--- config.mk ---
export PLATFORM = sky130hd
export DESIGN_NAME = keypoint_locator_flat
export DESIGN_NICKNAME = d
export VERILOG_FILES = /design/src/rtl/keypoint_locator_pkg.sv /design/src/rtl/keypoint_locator_if.sv /design/src/rtl/keypoint_locator_kp_fifo.sv /design/src/rtl/keypoint_locator.sv /design/src/flat_wrapper.sv
export SDC_FILE = /design/constraint.sdc
export NUM_CORES = 1
export LEC_CHECK = 0
export ABC_AREA = 1
export BUFFER_PORTS_ARGS = -buffer_cell sky130_fd_sc_hd__buf_2
export CORE_AREA = 10 10 208 210
export CTS_BUF_LIST = sky130_fd_sc_hd__clkbuf_8
export CTS_CLUSTER_SIZE = 24
export DETAILED_ROUTE_END_ITERATION = 16
export DIE_AREA = 0 0 218 220
export PLACE_DENSITY = 0.76
export SETUP_SLACK_MARGIN = 0.05
export SYNTH_ARGS = -nofsm -noshare
export SYNTH_HDL_FRONTEND = slang
export SYNTH_SLANG_ARGS = --single-unit
--- constraint.sdc ---
create_clock -name clk -period 21.4 [get_ports clk]
set_input_delay 3.21 -clock clk [delete_from_list [all_inputs] [get_ports clk]]
set_output_delay 3.21 -clock clk [all_outputs]
set_load 0.02 [all_outputs]
--- src/rtl/keypoint_locator_pkg.sv ---
// Shared types, record layout and helpers for the keypoint locator.
package keypoint_locator_pkg;

  typedef enum logic [1:0] {
    ST_IDLE = 2'd0,
    ST_RUN  = 2'd1,
    ST_DONE = 2'd2
  } kp_state_e;

  localparam int CNT_W     = 16;
  localparam int SCORE_W   = 8;
  localparam int SCORE_LSB = 0;
  localparam int X_LSB     = SCORE_LSB + SCORE_W;

  // Ceiling log2, floored at 1 so degenerate sizes still yield a legal width.
  function automatic int clog2(input int n);
    int r;
    r = 0;
    for (int i = 0; i < 31; i++) begin
      if ((1 << i) < n) r = i + 1;
    end
    return (r < 1) ? 1 : r;
  endfunction

  function automatic logic [CNT_W-1:0] sat_inc(input logic [CNT_W-1:0] v, input logic en);
    return (en && (v != '1)) ? v + CNT_W'(1) : v;
  endfunction

endpackage

--- src/rtl/keypoint_locator_if.sv ---
// Response-stream input, record output and status bundle of the keypoint locator.
interface keypoint_locator_if #(
  parameter int XW = 9,
  parameter int YW = 8
);
  import keypoint_locator_pkg::*;

  logic               clear;
  logic               kp_valid;
  logic [SCORE_W-1:0] kp_data;
  logic               out_ready;
  logic               out_valid;
  logic [XW-1:0]      out_x;
  logic [YW-1:0]      out_y;
  logic [SCORE_W-1:0] out_score;
  logic               frame_done;
  logic [CNT_W-1:0]   frame_kp_count;
  logic [CNT_W-1:0]   drop_count;
  logic               overflow;

  modport master (
    output clear, kp_valid, kp_data, out_ready,
    input  out_valid, out_x, out_y, out_score,
    input  frame_done, frame_kp_count, drop_count, overflow
  );

  modport slave (
    input  clear, kp_valid, kp_data, out_ready,
    output out_valid, out_x, out_y, out_score,
    output frame_done, frame_kp_count, drop_count, overflow
  );

endinterface

--- src/rtl/keypoint_locator_kp_fifo.sv ---
// First-word-fall-through record FIFO with full/empty flags and a held last-popped word.
// Latency: a push is visible on rd_dat the cycle after the edge that wrote it into an empty FIFO.
// Backpressure: push while full succeeds only if a pop happens in the same cycle; otherwise ignored.
module kp_fifo
  import keypoint_locator_pkg::*;
#(
  parameter int W     = 8,
  parameter int DEPTH = 16
) (
  input  logic         clk,
  input  logic         rst,
  input  logic         clr,
  input  logic         wr_vld,
  input  logic [W-1:0] wr_dat,
  input  logic         rd_rdy,
  output logic [W-1:0] rd_dat,
  output logic         full,
  output logic         empty
);

  localparam int AW = clog2(DEPTH);
  localparam logic [AW:0] FULL_CNT = (AW+1)'(DEPTH);

  logic [W-1:0]  mem_q [DEPTH];
  logic [W-1:0]  mem_d [DEPTH];
  logic [AW-1:0] wr_ptr_q, wr_ptr_d;
  logic [AW-1:0] rd_ptr_q, rd_ptr_d;
  logic [AW:0]   cnt_q, cnt_d;
  logic [W-1:0]  hold_q, hold_d;
  logic          push, pop;

  assign empty  = (cnt_q == '0);
  assign full   = (cnt_q == FULL_CNT);
  assign pop    = !clr && !empty && rd_rdy;
  assign push   = !clr && wr_vld && (!full || pop);
  assign rd_dat = empty ? hold_q : mem_q[rd_ptr_q];

  always_comb begin
    mem_d    = mem_q;
    wr_ptr_d = wr_ptr_q;
    rd_ptr_d = rd_ptr_q;
    cnt_d    = cnt_q;
    hold_d   = hold_q;
    if (clr) begin
      wr_ptr_d = '0;
      rd_ptr_d = '0;
      cnt_d    = '0;
      hold_d   = '0;
    end else begin
      // When full, wr_ptr == rd_ptr: the pop reads the old head before the slot is reused.
      if (push) begin
        mem_d[wr_ptr_q] = wr_dat;
        wr_ptr_d        = wr_ptr_q + AW'(1);
      end
      if (pop) begin
        hold_d   = mem_q[rd_ptr_q];
        rd_ptr_d = rd_ptr_q + AW'(1);
      end
      case ({push, pop})
        2'b10:   cnt_d = cnt_q + (AW+1)'(1);
        2'b01:   cnt_d = cnt_q - (AW+1)'(1);
        default: cnt_d = cnt_q;
      endcase
    end
  end

  always_ff @(posedge clk or posedge rst) begin
    if (rst) begin
      for (int i = 0; i < DEPTH; i++) mem_q[i] <= '0;
      wr_ptr_q <= '0;
      rd_ptr_q <= '0;
      cnt_q    <= '0;
      hold_q   <= '0;
    end else begin
      mem_q    <= mem_d;
      wr_ptr_q <= wr_ptr_d;
      rd_ptr_q <= rd_ptr_d;
      cnt_q    <= cnt_d;
      hold_q   <= hold_d;
    end
  end

endmodule

--- src/rtl/keypoint_locator.sv ---
// Raster-tracks the keypoint response stream and queues (x, y, score) records at or above THRESH.
// Latency: a kept pixel appears on out_* one cycle after acceptance when the FIFO was empty.
// Backpressure: out_ready stalls the FIFO; records arriving while it is full are dropped and counted.
module keypoint_locator
  import keypoint_locator_pkg::*;
#(
  parameter int          IMG_W  = 320,
  parameter int          IMG_H  = 240,
  parameter int          DEPTH  = 16,
  parameter logic [7:0]  THRESH = 8'd1
) (
  input  logic             clk,
  input  logic             rst,
  keypoint_locator_if.slave bus
);

  localparam int XW = clog2(IMG_W);
  localparam int YW = clog2(IMG_H);
  localparam int RW = XW + YW + SCORE_W;
  localparam logic [XW-1:0] X_LAST = XW'(IMG_W - 1);
  localparam logic [YW-1:0] Y_LAST = YW'(IMG_H - 1);

  kp_state_e        state_q, state_d;
  logic [XW-1:0]    x_q, x_d;
  logic [YW-1:0]    y_q, y_d;
  logic [CNT_W-1:0] run_cnt_q, run_cnt_d;
  logic [CNT_W-1:0] frame_cnt_q, frame_cnt_d;
  logic [CNT_W-1:0] drop_cnt_q, drop_cnt_d;
  logic             ovf_q, ovf_d;
  logic             frame_done_q, frame_done_d;

  logic             kp_hit, last_pix, pop, drop, push_ok;
  logic             fifo_full, fifo_empty;
  logic [RW-1:0]    wr_dat, rd_dat;

  assign kp_hit   = !bus.clear && bus.kp_valid && (bus.kp_data >= THRESH);
  assign last_pix = bus.kp_valid && (x_q == X_LAST) && (y_q == Y_LAST);
  assign pop      = !fifo_empty && bus.out_ready;
  assign drop     = kp_hit && fifo_full && !pop;
  assign push_ok  = kp_hit && !drop;
  assign wr_dat   = {y_q, x_q, bus.kp_data};

  kp_fifo #(
    .W     (RW),
    .DEPTH (DEPTH)
  ) u_fifo (
    .clk    (clk),
    .rst    (rst),
    .clr    (bus.clear),
    .wr_vld (kp_hit),
    .wr_dat (wr_dat),
    .rd_rdy (bus.out_ready),
    .rd_dat (rd_dat),
    .full   (fifo_full),
    .empty  (fifo_empty)
  );

  always_comb begin
    state_d      = state_q;
    x_d          = x_q;
    y_d          = y_q;
    run_cnt_d    = run_cnt_q;
    frame_cnt_d  = frame_cnt_q;
    drop_cnt_d   = drop_cnt_q;
    ovf_d        = ovf_q;
    frame_done_d = 1'b0;
    if (bus.clear) begin
      state_d     = ST_IDLE;
      x_d         = '0;
      y_d         = '0;
      run_cnt_d   = '0;
      frame_cnt_d = '0;
      drop_cnt_d  = '0;
      ovf_d       = 1'b0;
    end else begin
      if (bus.kp_valid) begin
        if (x_q == X_LAST) begin
          x_d = '0;
          y_d = (y_q == Y_LAST) ? '0 : y_q + YW'(1);
        end else begin
          x_d = x_q + XW'(1);
        end
      end

      case (state_q)
        ST_IDLE: if (bus.kp_valid) state_d = last_pix ? ST_DONE : ST_RUN;
        ST_RUN:  if (last_pix) state_d = ST_DONE;
        ST_DONE: state_d = last_pix ? ST_DONE : (bus.kp_valid ? ST_RUN : ST_IDLE);
        default: state_d = ST_IDLE;
      endcase

      // Snapshot includes the last pixel's push; the DONE-cycle pixel then starts the next frame's count.
      if (last_pix) begin
        frame_cnt_d = sat_inc(run_cnt_q, push_ok);
        run_cnt_d   = '0;
      end else begin
        run_cnt_d   = sat_inc(run_cnt_q, push_ok);
      end
      frame_done_d = (state_d == ST_DONE);

      drop_cnt_d = sat_inc(drop_cnt_q, drop);
      ovf_d      = ovf_q | drop;
    end
  end

  always_ff @(posedge clk or posedge rst) begin
    if (rst) begin
      state_q      <= ST_IDLE;
      x_q          <= '0;
      y_q          <= '0;
      run_cnt_q    <= '0;
      frame_cnt_q  <= '0;
      drop_cnt_q   <= '0;
      ovf_q        <= 1'b0;
      frame_done_q <= 1'b0;
    end else begin
      state_q      <= state_d;
      x_q          <= x_d;
      y_q          <= y_d;
      run_cnt_q    <= run_cnt_d;
      frame_cnt_q  <= frame_cnt_d;
      drop_cnt_q   <= drop_cnt_d;
      ovf_q        <= ovf_d;
      frame_done_q <= frame_done_d;
    end
  end

  assign bus.out_valid      = !fifo_empty;
  assign bus.out_score      = rd_dat[SCORE_LSB +: SCORE_W];
  assign bus.out_x          = rd_dat[X_LSB +: XW];
  assign bus.out_y          = rd_dat[X_LSB + XW +: YW];
  assign bus.frame_done     = frame_done_q;
  assign bus.frame_kp_count = frame_cnt_q;
  assign bus.drop_count     = drop_cnt_q;
  assign bus.overflow       = ovf_q;

endmodule
--- src/flat_wrapper.sv ---
// flat-port wrapper written by rule: the top's interface ports become plain ports
module keypoint_locator_flat import keypoint_locator_pkg::*;
#(
  parameter int          IMG_W  = 320,
  parameter int          IMG_H  = 240,
  parameter int          DEPTH  = 16,
  parameter logic [7:0]  THRESH = 8'd1
)
  (clk, rst, bus_clear, bus_kp_valid, bus_kp_data, bus_out_ready, bus_out_valid, bus_out_x, bus_out_y, bus_out_score, bus_frame_done, bus_frame_kp_count, bus_drop_count, bus_overflow);
  keypoint_locator_if bus_i ();
  input  logic clk;
  input  logic rst;
  input wire logic [$bits(bus_i.clear)-1:0] bus_clear;
  input wire logic [$bits(bus_i.kp_valid)-1:0] bus_kp_valid;
  input wire logic [$bits(bus_i.kp_data)-1:0] bus_kp_data;
  input wire logic [$bits(bus_i.out_ready)-1:0] bus_out_ready;
  output wire logic [$bits(bus_i.out_valid)-1:0] bus_out_valid;
  output wire logic [$bits(bus_i.out_x)-1:0] bus_out_x;
  output wire logic [$bits(bus_i.out_y)-1:0] bus_out_y;
  output wire logic [$bits(bus_i.out_score)-1:0] bus_out_score;
  output wire logic [$bits(bus_i.frame_done)-1:0] bus_frame_done;
  output wire logic [$bits(bus_i.frame_kp_count)-1:0] bus_frame_kp_count;
  output wire logic [$bits(bus_i.drop_count)-1:0] bus_drop_count;
  output wire logic [$bits(bus_i.overflow)-1:0] bus_overflow;
  assign bus_i.clear = bus_clear;
  assign bus_i.kp_valid = bus_kp_valid;
  assign bus_i.kp_data = bus_kp_data;
  assign bus_i.out_ready = bus_out_ready;
  assign bus_out_valid = bus_i.out_valid;
  assign bus_out_x = bus_i.out_x;
  assign bus_out_y = bus_i.out_y;
  assign bus_out_score = bus_i.out_score;
  assign bus_frame_done = bus_i.frame_done;
  assign bus_frame_kp_count = bus_i.frame_kp_count;
  assign bus_drop_count = bus_i.drop_count;
  assign bus_overflow = bus_i.overflow;
  keypoint_locator #(.IMG_W(IMG_W), .IMG_H(IMG_H), .DEPTH(DEPTH), .THRESH(THRESH)) u_core (.clk(clk), .rst(rst), .bus(bus_i));
endmodule
======== Word level (Yosys, flattened, before mapping) ========
Cells that the tools add are included.
operators by class
  add/sub/neg operators ................... 8
  multiply operators ...................... 0
  div/mod/pow operators ................... 0
  magnitude comparators ................... 4
  equal/unequal tests ..................... 10
  shifts and indexed selects .............. 0
  mux-type cells .......................... 39
  bitwise logic cells ..................... 4
  reductions and logical operators ........ 32
operators with widths
  operator                                                            count
  bitwise mux 400 bit                                                 1
  two-way mux 25 bit                                                  6
  two-way mux 16 bit                                                  7
  binary-select mux 25 bit (select 4 bit)                             1
  demux 25 bit (select 4 bit)                                         1
  adder 16 x 1 -> 16 bit (second input constant)                      2
  two-way mux 8 bit                                                   4
  != test 16 bit (second input constant)                              2
  two-way mux 9 bit                                                   3
  two-way mux 4 bit                                                   4
  logical AND 1 bit                                                   15
  two-way mux 2 bit                                                   6
  nonzero test 2 bit                                                  6
  greater-or-equal comparator 5 bit (second input constant)           2
  inverter 4 -> 5 bit                                                 2
  one-hot mux 5 bit (2 select lines)                                  1
  adder 9 x 1 -> 9 bit (second input constant)                        1
  == test 9 bit (second input constant)                               1
  adder 4 x 1 -> 4 bit (second input constant)                        2
  adder 8 x 1 -> 8 bit (second input constant)                        1
  == test 8 bit (second input constant)                               1
  greater-or-equal comparator 8 x 1 -> 1 bit (second input constant)  1
  == test 2 bit (second input constant)                               3
  one-hot mux 2 bit (3 select lines)                                  1
  15 further kinds                                                    23
word-level totals
  register bits ........................... 507
  bits in latches ......................... 0
  RAM bits ................................ 0
  memory bits (read-only) ................. 0
  input bits .............................. 13
  output and inout bits ................... 60
  logic and storage cells ................. 125
  memories kept ........................... 0

======== Logic depth before layout (Yosys ltp) ========
Gate-level depths: netlist (run 1).
  word-level depth ........................ 11
  depth in mapped cells ................... 16
  gate-level depth less buffers ........... 16

======== By module ========
From an unflattened synthesis (run 1), not the netlist that was laid out.
second synthesis, totals
  cells, all modules ...................... 2889
  area, all modules ....................... 23665.2 um^2
by module, submodules not included
  module            instances  cells each  area each (um^2)  sequential area each (um^2)
  kp_fifo           1          2338        19646.3           10960.5
  keypoint_locator  1          551         4018.9            1726.7

======== Worst setup path before layout (run 1) ========
No wires, ideal clock.
  kind .................................... register -> output
  start ................................... reg u_core.u_fifo.rd_ptr_q[0]
  end ..................................... out bus_out_score[3]
  arrival time ............................ 1.760 ns
  required time ........................... 18.190 ns
  setup slack ............................. 16.430 ns
  cell stages (with the launch flop) ...... 11
  buffers on the path ..................... 3
  cells stage by stage .................... dfrtp_1 -> buf_4 -> inv_1 -> buf_2 -> buf_1 -> nor2_1 -> o211ai_1 -> o211ai_1 -> nand2_1 -> nand2_1 -> o21ai_0
on the way
  longest elaborated chain between the ends .. 5
ends and longest elaborated chain
  item                                                   RTL line                        source
  start, declared                                        keypoint_locator_kp_fifo.sv:27  logic [AW-1:0] rd_ptr_q, rd_ptr_d;
  start signal, assigned                                 keypoint_locator_kp_fifo.sv:77  rd_ptr_q <= rd_ptr_d;
  inverter 4 -> 5 bit (implied by the code)              keypoint_locator_kp_fifo.sv:36  assign rd_dat = empty ? hold_q : mem_q[rd_ptr_q];
  binary-select mux 25 bit (select 4 bit)                keypoint_locator_kp_fifo.sv:36
  two-way mux 25 bit (implied by the code) (2 in a row)  keypoint_locator_kp_fifo.sv:36
  two-way mux 25 bit                                     keypoint_locator_kp_fifo.sv:36
  end, declared                                          flat_wrapper.sv:20              output wire logic [$bits(bus_i.out_score)-1:0] bus_out_score;
No other way between the ends. The select of a mux whose other input is x is not followed.

======== Worst setup path in the final report (run 1) ========
  start ................................... reg u_core.u_fifo.rd_ptr_q[0]
  end ..................................... out bus_out_y[4]
on the way
  longest elaborated chain between the ends .. 5
ends and longest elaborated chain
  item                                                   RTL line                        source
  inverter 4 -> 5 bit (implied by the code)              keypoint_locator_kp_fifo.sv:36
  binary-select mux 25 bit (select 4 bit)                keypoint_locator_kp_fifo.sv:36
  two-way mux 25 bit (implied by the code) (2 in a row)  keypoint_locator_kp_fifo.sv:36
  two-way mux 25 bit                                     keypoint_locator_kp_fifo.sv:36
  end, declared                                          flat_wrapper.sv:19              output wire logic [$bits(bus_i.out_y)-1:0] bus_out_y;
No other way between the ends. The select of a mux whose other input is x is not followed.

==> flow_summary.toml, run 1 <==
[power_and_ir_drop]
power_uw = 2566
vdd_ir_drop_max_v = 0.00007076
p_per_area_nw_per_um2 = 101.5
leakagePower_uw = 0.01156

[setup_path]
worstSetupPathType = "reg2out"
reg2regPathDepth = 10
rrSetupSlack_ps = 17760
arrival_ps = 4380
reg2reg_to = "u_core.u_fifo.hold_q[21]"
crit_fanout = 115
reg2reg_from = "u_core.u_fifo.rd_ptr_q[0]"
cp.required_ps = 18190
cp-start-kind = "flop"
end_kind = "output port"

[routing]
drt_wl_total_um = 62180
via_per_inst = 5.911
firstDrtPassIters = 9
vias = 19920
drt-wirelength-per-cell_um = 18.46
ant_nets = 0
drt_iter0_drc = 2503
drcViolationCount = 0

[sta]
finalSetupTns_ps = 0
finalClockSkew_ps = 32.08
fin_crit_ps = 7587
worstMarginPinSlew_ps = 1189
relSlewSlack = 0.2075
min_period_over_period = 0.3546
setup_viol = 0
hold_viol = 0
final_max_slew_viol_count = 0
rsz0062_at_grt = "no"
fmax_mhz = 131.8

[clock_network]
clkTransAtPathRegs_ps = 60
clock_path_buffers = 3
cts_made_buffers = 84
cts_tree = "built"
insertion_delay_ps = 650
post_cts_buffers = 0
htree_num_levels = 3
holdBufCountCts = 0
cts-resized-gates = 0
cts_root_buf = "clkbuf_8"
cts.sinks = 507

[place]
dp_hpwl_um = 34090
portBuffers = 72
place_congestion = 0.8633
dpl.cell_count = 3224
postPlaceCellArea_um2 = 23660

[global_route]
overflow = 0
grt_max_degree = 139
track_usage = 0.2615
grt_first_pass_wirelength_um = 101100
antenna_found_initial = 1
grt_pass1_vias = 19120

[yosys]
yosysUniqueCellTypes = 43
yosysWarnings = 0
synth_area_um2 = 23220
ys_seq_elements = 507
synth_fp_nets = 2830
synth-edff-count = 0
synth.avg_cell_area_um2 = 8.274
synth_ff_type = "dfrtp_1"
async_flop_share = 1.000
synth-seq-area-share = 0.5465
syn_inst = 2806

[finish]
fin_util = 0.6436
mostFrequentLayoutCells = "nand2_1, dfrtp_1, o21ai_0"
postLayoutCellArea_um2 = 25280
final_common_cell = "nand2_1"
syn2layout_area_growth_pct = 8.876
layout.nets = 2809
stdcell_count = 3369
antenna-diode-count = 0
drive_gt1_frac = 0.08790

[status]
status = "finished, final reports clean"

[min_path]
whs_path_depth = 2
min_path_type = "reg2reg"
holdPathEnd = "u_core.u_fifo.mem_q[392]"
hp-start = "u_core.u_fifo.mem_q[392]"

[floorplanning]
num_rows = 73
die_height_um = 220
ios = 73
core-area_um2 = 39280
die-area_um2 = 47960
initial_core_util = 0.5911
dieWidth_um = 218

[flow_run]
max_cap_violations = 0
==> report_power, final <==
part / switching, uW / internal [uW] / leakage (uW) / total, uW
clock network: 384 / 441 / 0.000948 / 825
logic: 461 / 201 / 0.00360 / 662
registers: 70.6 / 1010 / 0.00701 / 1080
total: 916 / 1650 / 0.0116 / 2570
==> cell usage after synthesis, types with 8 or more instances <==
cell type,n,area [um2]
nand3_1,66,330.3
inv_1,109,409.1
ha_1,11,137.6
clkbuf_1,155,581.8
xor2_1,13,113.9
buf_1,13,48.80
nand2_1,577,2166
nor3_1,25,125.1
o21ai_0,494,2472
o211ai_1,100,750.7
a21oi_1,17,85.08
nor2_1,373,1400
o21ai_1,240,1201
nand4_1,15,93.84
buf_2,39,195.2
dfrtp_1,507,12690
nand4_2,8,100.1
==> worst max path at each step <==
| stage | startpoint | end | slack [ps] | cells past startpoint |
|---|---|---|---|---|
| 5_1_grt | u_core.u_fifo.rd_ptr_q[0] | bus_out_x[1] | 13470 | 11 |
| 3_3_place_gp | u_core.u_fifo.rd_ptr_q[0] | bus_out_y[4] | 14580 | 11 |
| 4_1_cts | u_core.u_fifo.rd_ptr_q[0] | bus_out_y[4] | 13810 | 11 |
| 6_report | u_core.u_fifo.rd_ptr_q[0] | bus_out_y[4] | 13810 | 11 |
| 2_1_floorplan | rst | u_core.bus.drop_count[0] | 4030 | 1 |
| 3_5_place_dp | u_core.u_fifo.rd_ptr_q[0] | bus_out_y[4] | 14510 | 11 |
==> stage by stage <==
step	hold WS (ps)	setup WS, ps
global placement	455.8	14580
floorplan	441.0	4032
detailed placement	467.6	14510
finish	479.2	13810
global route	502.5	13470
CTS	481.1	13810
==> worst max-delay path: stages (launching register included) <==
cell and delay (ps):
dfrtp_4 850, inv_6 840, buf_4 860, nor2_1 80, nor2_1 100, o21ai_0 100
o211ai_1 130, o211ai_1 110, nand2_1 210, nand2_1 70, o21ai_0 100, buf_2 200
==> logic make-up after synthesis <==
logic type | Yosys count | share of synthesized area
AO/OA/AOI/OAI | 868 | 0.1998
AND/OR/NAND/NOR | 1075 | 0.1857
flip-flops | 507 | 0.5465
XOR/XNOR | 17 | 0.006413
buffers and inverters | 328 | 0.05572
adder cells (fa/ha/maj) | 11 | 0.005928
==> final cells by class <==
| cell class | instances | area [um2] |
|---|---|---|
| clock buffer | 102 | 1404 |
| sequential | 507 | 12700 |
| timing repair buffer | 102 | 585.6 |
| clock inverter | 43 | 215.2 |
| multi-input combinational | 1971 | 9259 |
| fill | 3386 | 14000 |
| tap | 525 | 656.9 |
| inverter | 119 | 461.7 |
==> state kept, by name (all words and copies together) (netlist names) <==
name / cells
u_core.bus.drop_count: 16
u_core.bus.frame_done: 1
u_core.bus.frame_kp_count: 16
u_core.bus.overflow: 1
u_core.run_cnt_q: 16
u_core.state_q: 2
u_core.u_fifo.cnt_q: 5
u_core.u_fifo.hold_q: 25
u_core.u_fifo.mem_q: 400
u_core.u_fifo.rd_ptr_q: 4
u_core.u_fifo.wr_ptr_q: 4
u_core.x_q: 9
u_core.y_q: 8
==> routing by layer <==
layer	vias to the layer above	track usage	share of wire
met4	2	0.08193	0.020
met2	848	0.3974	0.44
met3	117	0.06157	0.10
met5	-	0	0.00021
li1	9341	-	-
met1	9607	0.3664	0.43
Note: power is estimated with default switching activity, not from simulation.
==> inputs of run 2 (changes only) <==
--- a/config.mk
+++ b/config.mk
@@ -7,11 +7,11 @@
 export LEC_CHECK = 0
 export ABC_AREA = 1
 export BUFFER_PORTS_ARGS = -buffer_cell sky130_fd_sc_hd__buf_2
-export CORE_AREA = 10 10 208 210
+export CORE_AREA = 10 10 212 214
 export CTS_BUF_LIST = sky130_fd_sc_hd__clkbuf_8
 export CTS_CLUSTER_SIZE = 24
 export DETAILED_ROUTE_END_ITERATION = 16
-export DIE_AREA = 0 0 218 220
+export DIE_AREA = 0 0 222 224
 export PLACE_DENSITY = 0.76
 export SETUP_SLACK_MARGIN = 0.05
 export SYNTH_ARGS = -nofsm -noshare
==> constraint.sdc (replaced) <==
create_clock -name clk -period 6.42 [get_ports clk]
set_input_delay 0.963 -clock clk [delete_from_list [all_inputs] [get_ports clk]]
set_output_delay 0.963 -clock clk [all_outputs]
set_load 0.02 [all_outputs]
==> flow_summary.toml, run 2 (synthesis results as in run 1) <==
[finish]
largest_register = "u_core.u_fifo.mem_q"
largest_register_ffs = 400
drive_gt1_frac = 0.08755
antenna-diode-count = 0
reg_top3 = "u_core.u_fifo.mem_q: 400 flops, u_core.u_fifo.hold_q: 25 flops"
mostFrequentLayoutCells = "nand2_1, dfrtp_1, o21ai_0"
stdcell_count = 3376
syn2layout_area_growth_pct = 9.065
layout.nets = 2809
final_common_cell = "nand2_1"

[status]
status = "finished, final reports clean"

[setup_path]
worstPathCellList = "buf_4, buf_4, o21ai_0, o211ai_1, nand3_1, nand2_1, nand2_1, o21ai_0, buf_2"
path_buf_inv = 3
slowest_stage = "dfrtp_4"
arrival_ps = 4070
cpPeakStageDelay_ps = 790
cp.required_ps = 5460
cp_top_family = "buffers and inverters"
end_kind = "output port"
crit_fanout = 80
cp-start-kind = "flop"
worstSetupPathType = "reg2out"

[place]
dp_hpwl_um = 34690
post-place-ws_ps = 2148
place_congestion = 0.8556
portBuffers = 72
dpl.cell_count = 3231

[floorplanning]
core-area_um2 = 40550
num_rows = 74
dieWidth_um = 222
die-area_um2 = 49730
die_height_um = 224
initial_core_util = 0.5725
ios = 73

[power_and_ir_drop]
p_switching_uw = 3049
leakagePower_uw = 0.01156
internal_power_uw = 5491
power_frac_seq = 0.416
clockPowerShare = 0.317
p_per_area_nw_per_um2 = 337.3
switching_share = 0.3570
power_uw = 8540
vdd_ir_drop_max_v = 0.0002365
comb_power_share = 0.267

[sta]
finalClockSkew_ps = 20.26
fmax_mhz = 198.6
hold_viol = 0
relSlewSlack = 0.2536
setup_viol = 0
fin_crit_ps = 5035
rsz0062_at_grt = "no"
whs_ps = 479.5
worstMarginPinSlew_ps = 1120
min_period_over_period = 0.7842
final_max_slew_viol_count = 0
finalWorstSetupSlack_ps = 1385

[clock_network]
post_cts_buffers = 0
htree_num_levels = 3
clock_path_buffers = 3
cts_made_buffers = 84
cts-resized-gates = 0
cts_root_buf = "clkbuf_8"
cts.sinks = 507
holdBufCountCts = 0
cts_tree = "built"
insertion_delay_ps = 630
clkTransAtPathRegs_ps = 60

[global_route]
track_usage = 0.2465
grt_max_degree = 158
grt_pass1_vias = 19010
grt_first_pass_wirelength_um = 100700
antenna_found_initial = 0
overflow = 0

[min_path]
min_path_type = "reg2reg"

[routing]
drt-wirelength-per-cell_um = 18.51
drt_wl_total_um = 62500
drcViolationCount = 0
ant_nets = 0
via_per_inst = 5.885
firstDrtPassIters = 6
vias = 19870
drt_iter0_drc = 2416

[flow_run]
max_cap_violations = 0
## run 2: metrics by stage
stage / area (um2) / setup TNS (ps) / utilization
floorplan: 23220 / -722670 / -
global placement: 23720 / 0 / 0.5849
detailed placement: 23720 / 0 / 0.5849
CTS: 25320 / 0 / 0.6244
global route: 25320 / 0 / 0.6244
finish: 25320 / 0 / 0.6244
## run 2: area by class of cell
type | instances | area [um2]
fillers | 3485 | 15230
flip-flops and latches | 507 | 12700
multi-input cells | 1971 | 9276
clock buffers | 104 | 1431
well taps | 532 | 665.6
repair buffers | 102 | 623.1
inverters | 119 | 457.9
clock inverters | 41 | 171.4
## run 2: final timing paths
kind	from	end	slack, ps	cells after the start
min in group asynchronous	rst	u_core.u_fifo.hold_q[17]	590	2
worst min-delay path	u_core.u_fifo.mem_q[388]	u_core.u_fifo.mem_q[388]	480	2
max in group asynchronous	rst	u_core.u_fifo.rd_ptr_q[0]	4280	3
worst max register to register	u_core.u_fifo.cnt_q[1]	u_core.u_fifo.hold_q[19]	3120	8
worst max-delay path	u_core.u_fifo.rd_ptr_q[0]	bus_out_y[6]	1390	9
worst min register to register	u_core.u_fifo.mem_q[388]	u_core.u_fifo.mem_q[388]	480	2
## run 2: layer usage
metal,GRT usage,part of all wire
met1,0.3369,0.44
met2,0.3824,0.45
met3,0.05274,0.088
met4,0.08734,0.025
met5,0,0
## run 2: power by group through the flow
| stage | combinational, uW | sequential [uW] | clock (uW) |
|---|---|---|---|
| final | 2280 | 3550 | 2710 |
| after global routing | 2580 | 3570 | 2910 |
| after CTS | 2270 | 3540 | 2770 |
| after detailed placement | 2260 | 3600 | 0 |
| after global placement | 2210 | 3590 | 0 |
| after floorplan | 1720 | 3480 | 0 |
## run 2: worst min-delay path, stage by stage, from the launching register on
cell and delay [ps]:
dfrtp_1 340, nand2_1 50, o21ai_0 60
